===== src/rtl/uart_rx_fifo.sv =====
// 8-bit async-serial receiver (start, 8 data LSB-first, optional even parity, stop) feeding a show-ahead FIFO.
// Define UART_RX_PARITY_EN to add the parity bit and a live parity_error; otherwise parity_error is tied 0.
//
// state    | meaning
// ---------+-------------------------------------------------------------
// S_IDLE   | line idle, waiting for a falling edge on rxs
// S_START  | half-bit wait, confirm start bit at its midpoint
// S_DATA   | sample 8 data bits mid-bit, shift in LSB-first
// S_PARITY | sample the even-parity bit (UART_RX_PARITY_EN only)
// S_STOP   | sample stop bit, decide push / frame / parity / overrun
// S_BREAK  | stop bit was 0, wait for the line to return high
module uart_rx_fifo #(
    parameter int CLKS_PER_BIT = 434,
    parameter int FIFO_DEPTH   = 16
) (
    input  logic                               clock,
    input  logic                               reset,
    input  logic                               uart_rx_input,
    output logic [7:0]                         rx_data,
    output logic                               rx_valid,
    input  logic                               rx_ready,
    output logic [$clog2(FIFO_DEPTH+1)-1:0]    rx_count,
    output logic                               frame_error,
    output logic                               overrun,
    output logic                               parity_error
);

    localparam int CW   = $clog2(CLKS_PER_BIT);
    localparam int AW   = $clog2(FIFO_DEPTH);
    localparam int CNTW = $clog2(FIFO_DEPTH + 1);

    localparam logic [CW-1:0]   HALF_LOAD = CW'(CLKS_PER_BIT / 2 - 1);
    localparam logic [CW-1:0]   BIT_LOAD  = CW'(CLKS_PER_BIT - 1);
    localparam logic [CNTW-1:0] FULL_CNT  = CNTW'(FIFO_DEPTH);

    typedef enum logic [2:0] {
        S_IDLE,
        S_START,
        S_DATA,
`ifdef UART_RX_PARITY_EN
        S_PARITY,
`endif
        S_STOP,
        S_BREAK
    } state_t;

    state_t          state_q, state_d;
    logic            sync1_q, sync2_q;
    logic [CW-1:0]   cnt_q, cnt_d;
    logic [2:0]      bit_cnt_q, bit_cnt_d;
    logic [7:0]      shift_q, shift_d;
    logic            frame_err_q, frame_err_d;
    logic            overrun_q, overrun_d;
`ifdef UART_RX_PARITY_EN
    logic            par_q, par_d;
    logic            parity_err_q, parity_err_d;
`endif

    logic [7:0]      mem_q [FIFO_DEPTH];
    logic [7:0]      mem_d [FIFO_DEPTH];
    logic [AW-1:0]   wr_ptr_q, wr_ptr_d;
    logic [AW-1:0]   rd_ptr_q, rd_ptr_d;
    logic [CNTW-1:0] count_q, count_d;
    logic [7:0]      rx_data_q, rx_data_d;

    logic            rxs;
    logic            push;
    logic            pop;
    logic            full;
    logic            parity_bad;

    assign rxs  = sync2_q;
    assign pop  = (count_q != '0) && rx_ready;
    assign full = (count_q == FULL_CNT);

`ifdef UART_RX_PARITY_EN
    assign parity_bad = ^{shift_q, par_q};
`else
    assign parity_bad = 1'b0;
`endif

    always_comb begin
        state_d     = state_q;
        cnt_d       = cnt_q;
        bit_cnt_d   = bit_cnt_q;
        shift_d     = shift_q;
        frame_err_d = 1'b0;
        overrun_d   = 1'b0;
        push        = 1'b0;
`ifdef UART_RX_PARITY_EN
        par_d        = par_q;
        parity_err_d = 1'b0;
`endif
        case (state_q)
            S_IDLE: begin
                if (!rxs) begin
                    state_d = S_START;
                    cnt_d   = HALF_LOAD;
                end
            end
            S_START: begin
                if (cnt_q == '0) begin
                    if (rxs) begin
                        state_d = S_IDLE;
                    end else begin
                        state_d   = S_DATA;
                        cnt_d     = BIT_LOAD;
                        bit_cnt_d = 3'd0;
                    end
                end else begin
                    cnt_d = cnt_q - 1'b1;
                end
            end
            S_DATA: begin
                if (cnt_q == '0) begin
                    shift_d   = {rxs, shift_q[7:1]};
                    cnt_d     = BIT_LOAD;
                    bit_cnt_d = bit_cnt_q + 3'd1;
                    if (bit_cnt_q == 3'd7) begin
`ifdef UART_RX_PARITY_EN
                        state_d = S_PARITY;
`else
                        state_d = S_STOP;
`endif
                    end
                end else begin
                    cnt_d = cnt_q - 1'b1;
                end
            end
`ifdef UART_RX_PARITY_EN
            S_PARITY: begin
                if (cnt_q == '0) begin
                    par_d   = rxs;
                    cnt_d   = BIT_LOAD;
                    state_d = S_STOP;
                end else begin
                    cnt_d = cnt_q - 1'b1;
                end
            end
`endif
            S_STOP: begin
                if (cnt_q == '0) begin
                    // Decided mid stop bit so a back-to-back start edge is not missed.
                    state_d = S_IDLE;
                    if (!rxs) begin
                        frame_err_d = 1'b1;
                        state_d     = S_BREAK;
                    end else if (parity_bad) begin
`ifdef UART_RX_PARITY_EN
                        parity_err_d = 1'b1;
`endif
                    end else if (full && !pop) begin
                        overrun_d = 1'b1;
                    end else begin
                        push = 1'b1;
                    end
                end else begin
                    cnt_d = cnt_q - 1'b1;
                end
            end
            S_BREAK: begin
                if (rxs) begin
                    state_d = S_IDLE;
                end
            end
            default: state_d = S_IDLE;
        endcase
    end

    always_comb begin
        mem_d     = mem_q;
        wr_ptr_d  = wr_ptr_q;
        rd_ptr_d  = rd_ptr_q;
        count_d   = count_q;
        rx_data_d = rx_data_q;
        if (push) begin
            mem_d[wr_ptr_q] = shift_q;
            wr_ptr_d        = wr_ptr_q + 1'b1;
        end
        if (pop) begin
            rd_ptr_d = rd_ptr_q + 1'b1;
        end
        if (push && !pop) begin
            count_d = count_q + 1'b1;
        end else if (!push && pop) begin
            count_d = count_q - 1'b1;
        end
        // Registered head: when the FIFO drains, the last byte stays visible.
        if (count_d != '0) begin
            if ((count_q == '0) || ((count_q == CNTW'(1)) && pop)) begin
                rx_data_d = shift_q;
            end else begin
                rx_data_d = mem_q[rd_ptr_d];
            end
        end
    end

    always_ff @(posedge clock) begin
        if (reset) begin
            state_q     <= S_IDLE;
            sync1_q     <= 1'b1;
            sync2_q     <= 1'b1;
            cnt_q       <= '0;
            bit_cnt_q   <= 3'd0;
            shift_q     <= 8'h00;
            frame_err_q <= 1'b0;
            overrun_q   <= 1'b0;
            wr_ptr_q    <= '0;
            rd_ptr_q    <= '0;
            count_q     <= '0;
            rx_data_q   <= 8'h00;
            for (int i = 0; i < FIFO_DEPTH; i++) begin
                mem_q[i] <= 8'h00;
            end
        end else begin
            state_q     <= state_d;
            sync1_q     <= uart_rx_input;
            sync2_q     <= sync1_q;
            cnt_q       <= cnt_d;
            bit_cnt_q   <= bit_cnt_d;
            shift_q     <= shift_d;
            frame_err_q <= frame_err_d;
            overrun_q   <= overrun_d;
            wr_ptr_q    <= wr_ptr_d;
            rd_ptr_q    <= rd_ptr_d;
            count_q     <= count_d;
            rx_data_q   <= rx_data_d;
            mem_q       <= mem_d;
        end
    end

`ifdef UART_RX_PARITY_EN
    always_ff @(posedge clock) begin
        if (reset) begin
            par_q        <= 1'b0;
            parity_err_q <= 1'b0;
        end else begin
            par_q        <= par_d;
            parity_err_q <= parity_err_d;
        end
    end

    assign parity_error = parity_err_q;
`else
    assign parity_error = 1'b0;
`endif

    assign rx_data     = rx_data_q;
    assign rx_valid    = (count_q != '0);
    assign rx_count    = count_q;
    assign frame_error = frame_err_q;
    assign overrun     = overrun_q;

endmodule


===== config.mk =====
export PLATFORM = sky130hd
export DESIGN_NAME = uart_rx_fifo
export DESIGN_NICKNAME = d
export VERILOG_FILES = /design/src/rtl/uart_rx_fifo.sv
export SDC_FILE = /design/constraint.sdc
export NUM_CORES = 1
export LEC_CHECK = 0
export CAP_MARGIN = 15
export CORE_MARGIN = 4
export CORE_UTILIZATION = 36
export DETAILED_ROUTE_END_ITERATION = 10
export PLACE_DENSITY = 0.6
export SLEW_MARGIN = 20
export SYNTH_ARGS = -nofsm -noshare
export SYNTH_HDL_FRONTEND = slang
export SYNTH_SLANG_ARGS = --single-unit

===== constraint.sdc =====
create_clock -name clock -period 3 [get_ports clock]
set_input_delay 0.6 -clock clock [delete_from_list [all_inputs] [get_ports clock]]
set_output_delay 0.6 -clock clock [all_outputs]
set_load 0.05 [all_outputs]

Word level (Yosys, flattened, before mapping)
Cells that the tools add are included.
Widths: inputs -> output; s select.
{"block": "totals", "register_bits": 176, "output_inout_bits": 17, "elab_cells": 115}
{"block": "op_classes", "add_sub_neg": 6, "n_lt_le_gt_ge": 3, "eq_ne": 16, "mux": 35, "n_bitwise": 5, "n_reduce_logical": 22}
{"cell": "$bwmux 128", "count": 1}
{"cell": "$mux 9", "count": 5}
{"cell": "$pmux 9 s4", "count": 1}
{"cell": "$bmux 8 s4", "count": 1}
{"cell": "$demux 8 s4", "count": 1}
{"cell": "$mux 8", "count": 4}
{"cell": "$mux 3", "count": 10}
{"cell": "$ne 2x2->1 const B", "count": 8}
{"cell": "$pmux 3 s5", "count": 1}
{"cell": "$ge 5x5->1 const B", "count": 2}
{"cell": "$mux 5", "count": 2}
{"cell": "$not 4->5", "count": 2}
{"cell": "$reduce_bool 5->1", "count": 2}
{"cell": "$logic_not 9->1", "count": 1}
{"cell": "$sub 9x1->9 const B", "count": 1}
{"cell": "$add 4x1->4 const B", "count": 2}
{"cell": "$reduce_and 4->1", "count": 2}
{"cell": "$eq 3x2->1 const B", "count": 2}
{"cell": "$eq 3x3->1 const B", "count": 2}
{"cell": "$logic_and 1x1->1", "count": 6}
{"cell": "$mux 1", "count": 6}
{"cell": "$pmux 3 s2", "count": 1}
{"cell": "$reduce_and 6->1", "count": 1}
{"cell": "$add 5x1->5 const B", "count": 1}
{"cell": "other kinds (19)", "count": 22}

Depth between registers and ports, before layout
{"block": "logic_depth", "word_depth": 13, "depth_mapped": 12, "ltp_nobuf": 10}

Worst setup path after synthesis
No wires, ideal clock.
{"block": "synth_path", "kind": "reg2reg", "from": "register count_q[0], in the netlist rx_count[0]", "to": "register rx_data_q[6], in the netlist rx_data[6]", "setup_ns": 0.088, "t_arrival_ns": 2.856, "setup_slack_ns": 0.056, "path_stages_with_launch": 11, "n_path_buf": 1, "path_cell_list": "dfxtp_1 inv_1 ha_1 nor4b_4 or3_1 buf_2 nand2_2 mux2i_1 a221o_1 o31a_1 a311oi_2"}
{"block": "synth_between", "elab_chain_len": 13}
{"element": "start: declaration", "line": "63", "text": "logic [CNTW-1:0] count_q, count_d;"}
{"element": "start signal: assignment", "line": "226", "text": "count_q <= count_d;"}
{"element": "$reduce_bool 5->1", "line": "73", "text": "assign pop = (count_q != '0) && rx_ready;"}
{"element": "$logic_and 1x1->1", "line": "73"}
{"element": "$logic_not 1->1", "line": "152, 183"}
{"element": "$logic_and 1x1->1", "line": "152", "text": "end else if (full && !pop) begin"}
{"element": "$mux 1", "line": "152"}
{"element": "$mux 1", "line": "145", "text": "if (!rxs) begin"}
{"element": "$mux 1", "line": "142", "text": "if (cnt_q == '0) begin"}
{"element": "$mux 1", "line": "94", "text": "case (state_q)"}
{"element": "$logic_not 1->1", "line": "185", "text": "end else if (!push && pop) begin"}
{"element": "$logic_and 1x1->1", "line": "185"}
{"element": "$mux 5", "line": "185"}
{"element": "$mux 5", "line": "183", "text": "if (push && !pop) begin"}
{"element": "$reduce_bool 5->1", "line": "189", "text": "if (count_d != '0) begin"}
{"element": "end signal: assignment", "line": "227", "text": "rx_data_q <= rx_data_d;"}
{"element": "end: declaration", "line": "64", "text": "logic [7:0] rx_data_q, rx_data_d;"}
Parallel ways exist; a longest one is shown, timed or not. The select of a mux whose other input is x is not followed.
A chain may end at the register's enable or synchronous reset.

Final worst setup path
{"block": "layout_path", "from": "register cnt_q[0]", "to": "register mem_q[97] (netlist bit)"}
{"block": "layout_between", "elab_chain_len": 3}
{"element": "start: declaration", "line": "49", "text": "logic [CW-1:0] cnt_q, cnt_d;"}
{"element": "start signal: assignment", "line": "219", "text": "cnt_q <= cnt_d;"}
{"element": "$logic_not 9->1", "line": "142"}
{"element": "$mux 1", "line": "142"}
{"element": "$mux 1", "line": "94"}
{"element": "end signal: assignment", "line": "228", "text": "mem_q <= mem_d;"}
{"element": "end: declaration", "line": "59", "text": "logic [7:0] mem_q [FIFO_DEPTH];"}
No other way between the ends.

==> reports/qor.txt <==
CP arrival: 3.09 ns
Synthesized flop and latch total: 176
Via Count: 7,477
Clk_lat worst skew: 0.44 ns
Switch share: 0.380
Vias in the first global route: 6,991
Post-DP Area: 8990 µm²
Worst Reg-to-Reg Cells: 10
Area Growth Syn to Fin: 13.6%
Die area: 26,000 µm²
Max IR drop VDD: 0.392 mV
Clk pwr share: 0.303
Antenna diodes: 0
Clk sinks: 176
P per Cell Area: 770 nW/µm²
Ys flop type: dfxtp_1
Clock transition at path regs: 0.08 ns
Number of synthesized flops with an enable pin: 0
Placed cell count: 1,355
DRC viols: 0
First-pass GRT wire length: 38,300 µm
Post-route cell area: 9610 µm²
Detailed Route WL: 24,100 µm
DR iter-0 viols: 672
Status: finished, final reports clean
Ranking of synthesized cells by area: dfxtp_1 42%, nand2_1 12%, a21oi_1 11%
Pre-antenna DRT Iters: 7
Post-Syn Instances: 1,073
Gr usage total: 0.184
Final setup vio count: 0
Row Count: 55
CP Class: reg2reg
Count of input and output buffers: 19
Worst setup SP type: flip-flop
Final hold vios: 0
Cts hold-fix bufs: 0
Post-synth ARST share: 0
Setup tns final: 0 ns
Pint: 4.59 mW
Unrepaired setup endpoints after global routing: false
CTS root buffer: clkbuf_16
Seq/Total Area, Yosys: 0.417
Post-DP HPWL: 16,600 µm
Htree depth: 4
Starting density of the core: 0.370
CTS tree: built
Layout net count: 1,078
Req. time, crit path: 3.37 ns
Worst Hold Depth: 1
Die span in x: 161 µm
Sw Pwr: 2.81 mW
# IOs: 21
DR vias/cell: 5.39
Filler Cell Count: 2,281
Mapped Nets: 1,090
Final min period: 2.72 ns
Largest area contributor in the netlist: dfxtp_1
Final critical-path share of the clock period: 0.905
Layout cells sized above 1: 0.109
Top-area cell type share of the netlist area: 0.417
Core area: 22,800 µm²
Crit-path max FO: 25
Slew Limit Fails: 0
Commonest non-fill, non-tap cell in the layout: nand2_1
Largest net degree at the start of global routing: 52
Non-Filler Instances: 1,387
Layout Utilization: 0.420
Max clock buf depth: 2
Die Y-Extent: 161 µm
Post-synthesis cell type count: 71
Synthesis Warnings: 0
Fmax: 368 MHz
Max_cap viols: 0
Routed Antenna Nets: 0
Drt wl/cell: 17.4 µm
Gate power share: 0.355
Initial antenna violation count: 0
Rel. slew slack: 0.231
Sequential power share: 0.342
CP Capture Type: flip-flop
Leak: 3.36 nW
Worst hold-check path type: reg2reg
Average size of a mapped cell: 7.88 µm²
Most frequent cells in the layout: 271 x nand2_1, 186 x a21oi_1, 176 x dfxtp_1
Global route overflow: 0
Netlist Area Pre-Place: 8460 µm²
Global placer's final weighted congestion: 0.895
Num CTS Buffers: 17
Measured slew at the worst slew-check pin: 1.15 ns
Hold Slack: 0.410 ns
Clock skew after layout: 0.0144 ns
[final timing paths]
check	start	to	slack, ns
setup / recovery	cnt_q[0]	mem_q[97]	0.28
hold / removal	sync1_q	rxs	0.41
setup reg to reg	cnt_q[0]	mem_q[97]	0.28
hold reg to reg	sync1_q	rxs	0.41
[cells in the mapped netlist, types with 3 or more instances]
| cell type | instances |
|---|---|
| xnor2_1 | 5 |
| nor2_1 | 36 |
| buf_6 | 4 |
| o21bai_1 | 7 |
| mux2_2 | 9 |
| o21ai_0 | 12 |
| nand2_1 | 271 |
| mux2i_1 | 25 |
| nand3_2 | 15 |
| nor3_1 | 14 |
| nor4_1 | 6 |
| o211ai_1 | 6 |
| ha_1 | 13 |
| inv_1 | 12 |
| nor2b_1 | 5 |
| buf_4 | 3 |
| a31oi_1 | 8 |
| a211o_1 | 8 |
| a32oi_1 | 7 |
| or3_1 | 4 |
| dfxtp_1 | 176 |
| a21oi_1 | 186 |
| and3_1 | 45 |
| a211oi_1 | 23 |
| nand2b_1 | 4 |
| nand3_1 | 23 |
| clkbuf_1 | 52 |
| nand4_1 | 6 |
| nand4b_1 | 4 |
| xor2_1 | 3 |
| buf_2 | 27 |
[power by group through the flow]
stage,combinational (mW),sequential [mW],clock (mW)
finish,2.63,2.53,2.24
global route,2.84,2.55,2.35
CTS,2.62,2.53,2.28
detailed placement,2.61,2.58,0
global placement,2.59,2.58,0
floorplan,1.66,2.73,0
[final cells by class]
class                   instances  area (µm²)  share of cell area
multi-input cells             795        4480               0.466
flip-flops and latches        176        3520               0.367
repair buffers                 57         551              0.0573
clock buffers                  18         439              0.0457
well taps                     313         392              0.0408
clock inverters                14         170              0.0177
inverters                      14        52.6             0.00547
[kinds of logic (layout without fill, tap and decap cells)]
group	after synthesis	after routing	share of synthesized area
AND/OR/NAND/NOR	455	455	0.259
AO/OA/AOI/OAI	284	284	0.201
XOR/XNOR	8	8	0.00828
adder cells (fa/ha/maj)	13	13	0.0192
buffers and inverters	102	103	0.0541
multiplexers	34	34	0.0416
other	1	1	0.000443
flip-flops	176	176	0.417
[metal layers]
metal,vias up,track usage,wire [µm]
li1,3721,-,-
met4,0,0.0523,391
met2,170,0.301,11200
met1,3554,0.254,11400
met5,-,0,0
met3,32,0.0250,1070
[state kept, by name, indices dropped and copies added (netlist names)]
name / cells
rxs: 1
frame_error: 1
bit_cnt_q: 3
mem_q: 128
rx_data: 8
shift_q: 8
rx_count: 5
overrun: 1
cnt_q: 9
rd_ptr_q: 4
wr_ptr_q: 4
state_q: 3
sync1_q: 1
[timing repair]
item,4_1_cts,5_1_grt
endpoints found under the setup margin,0,1
setup buffers,0,0
endpoints found under the hold margin,0,0
gates resized for setup,0,1
[critical path, stage by stage, from the launching register on]
cell	delay (ns)
dfxtp_1	0.33
inv_1	0.10
ha_1	0.17
or4b_1	0.55
nor4_1	0.23
and3_2	0.33
buf_12	0.22
nand2_4	0.08
nor3_4	0.35
nand2_1	0.10
a21oi_1	0.18
[through the flow]
step	setup slack, ns	power [mW]
floorplan	0.0563	4.39
global placement	-0.0274	5.18
detailed placement	-0.0116	5.19
CTS	0.0401	7.43
global route	0.0110	7.74
finish	0.284	7.40
Note: power is estimated with default switching activity, not from simulation.
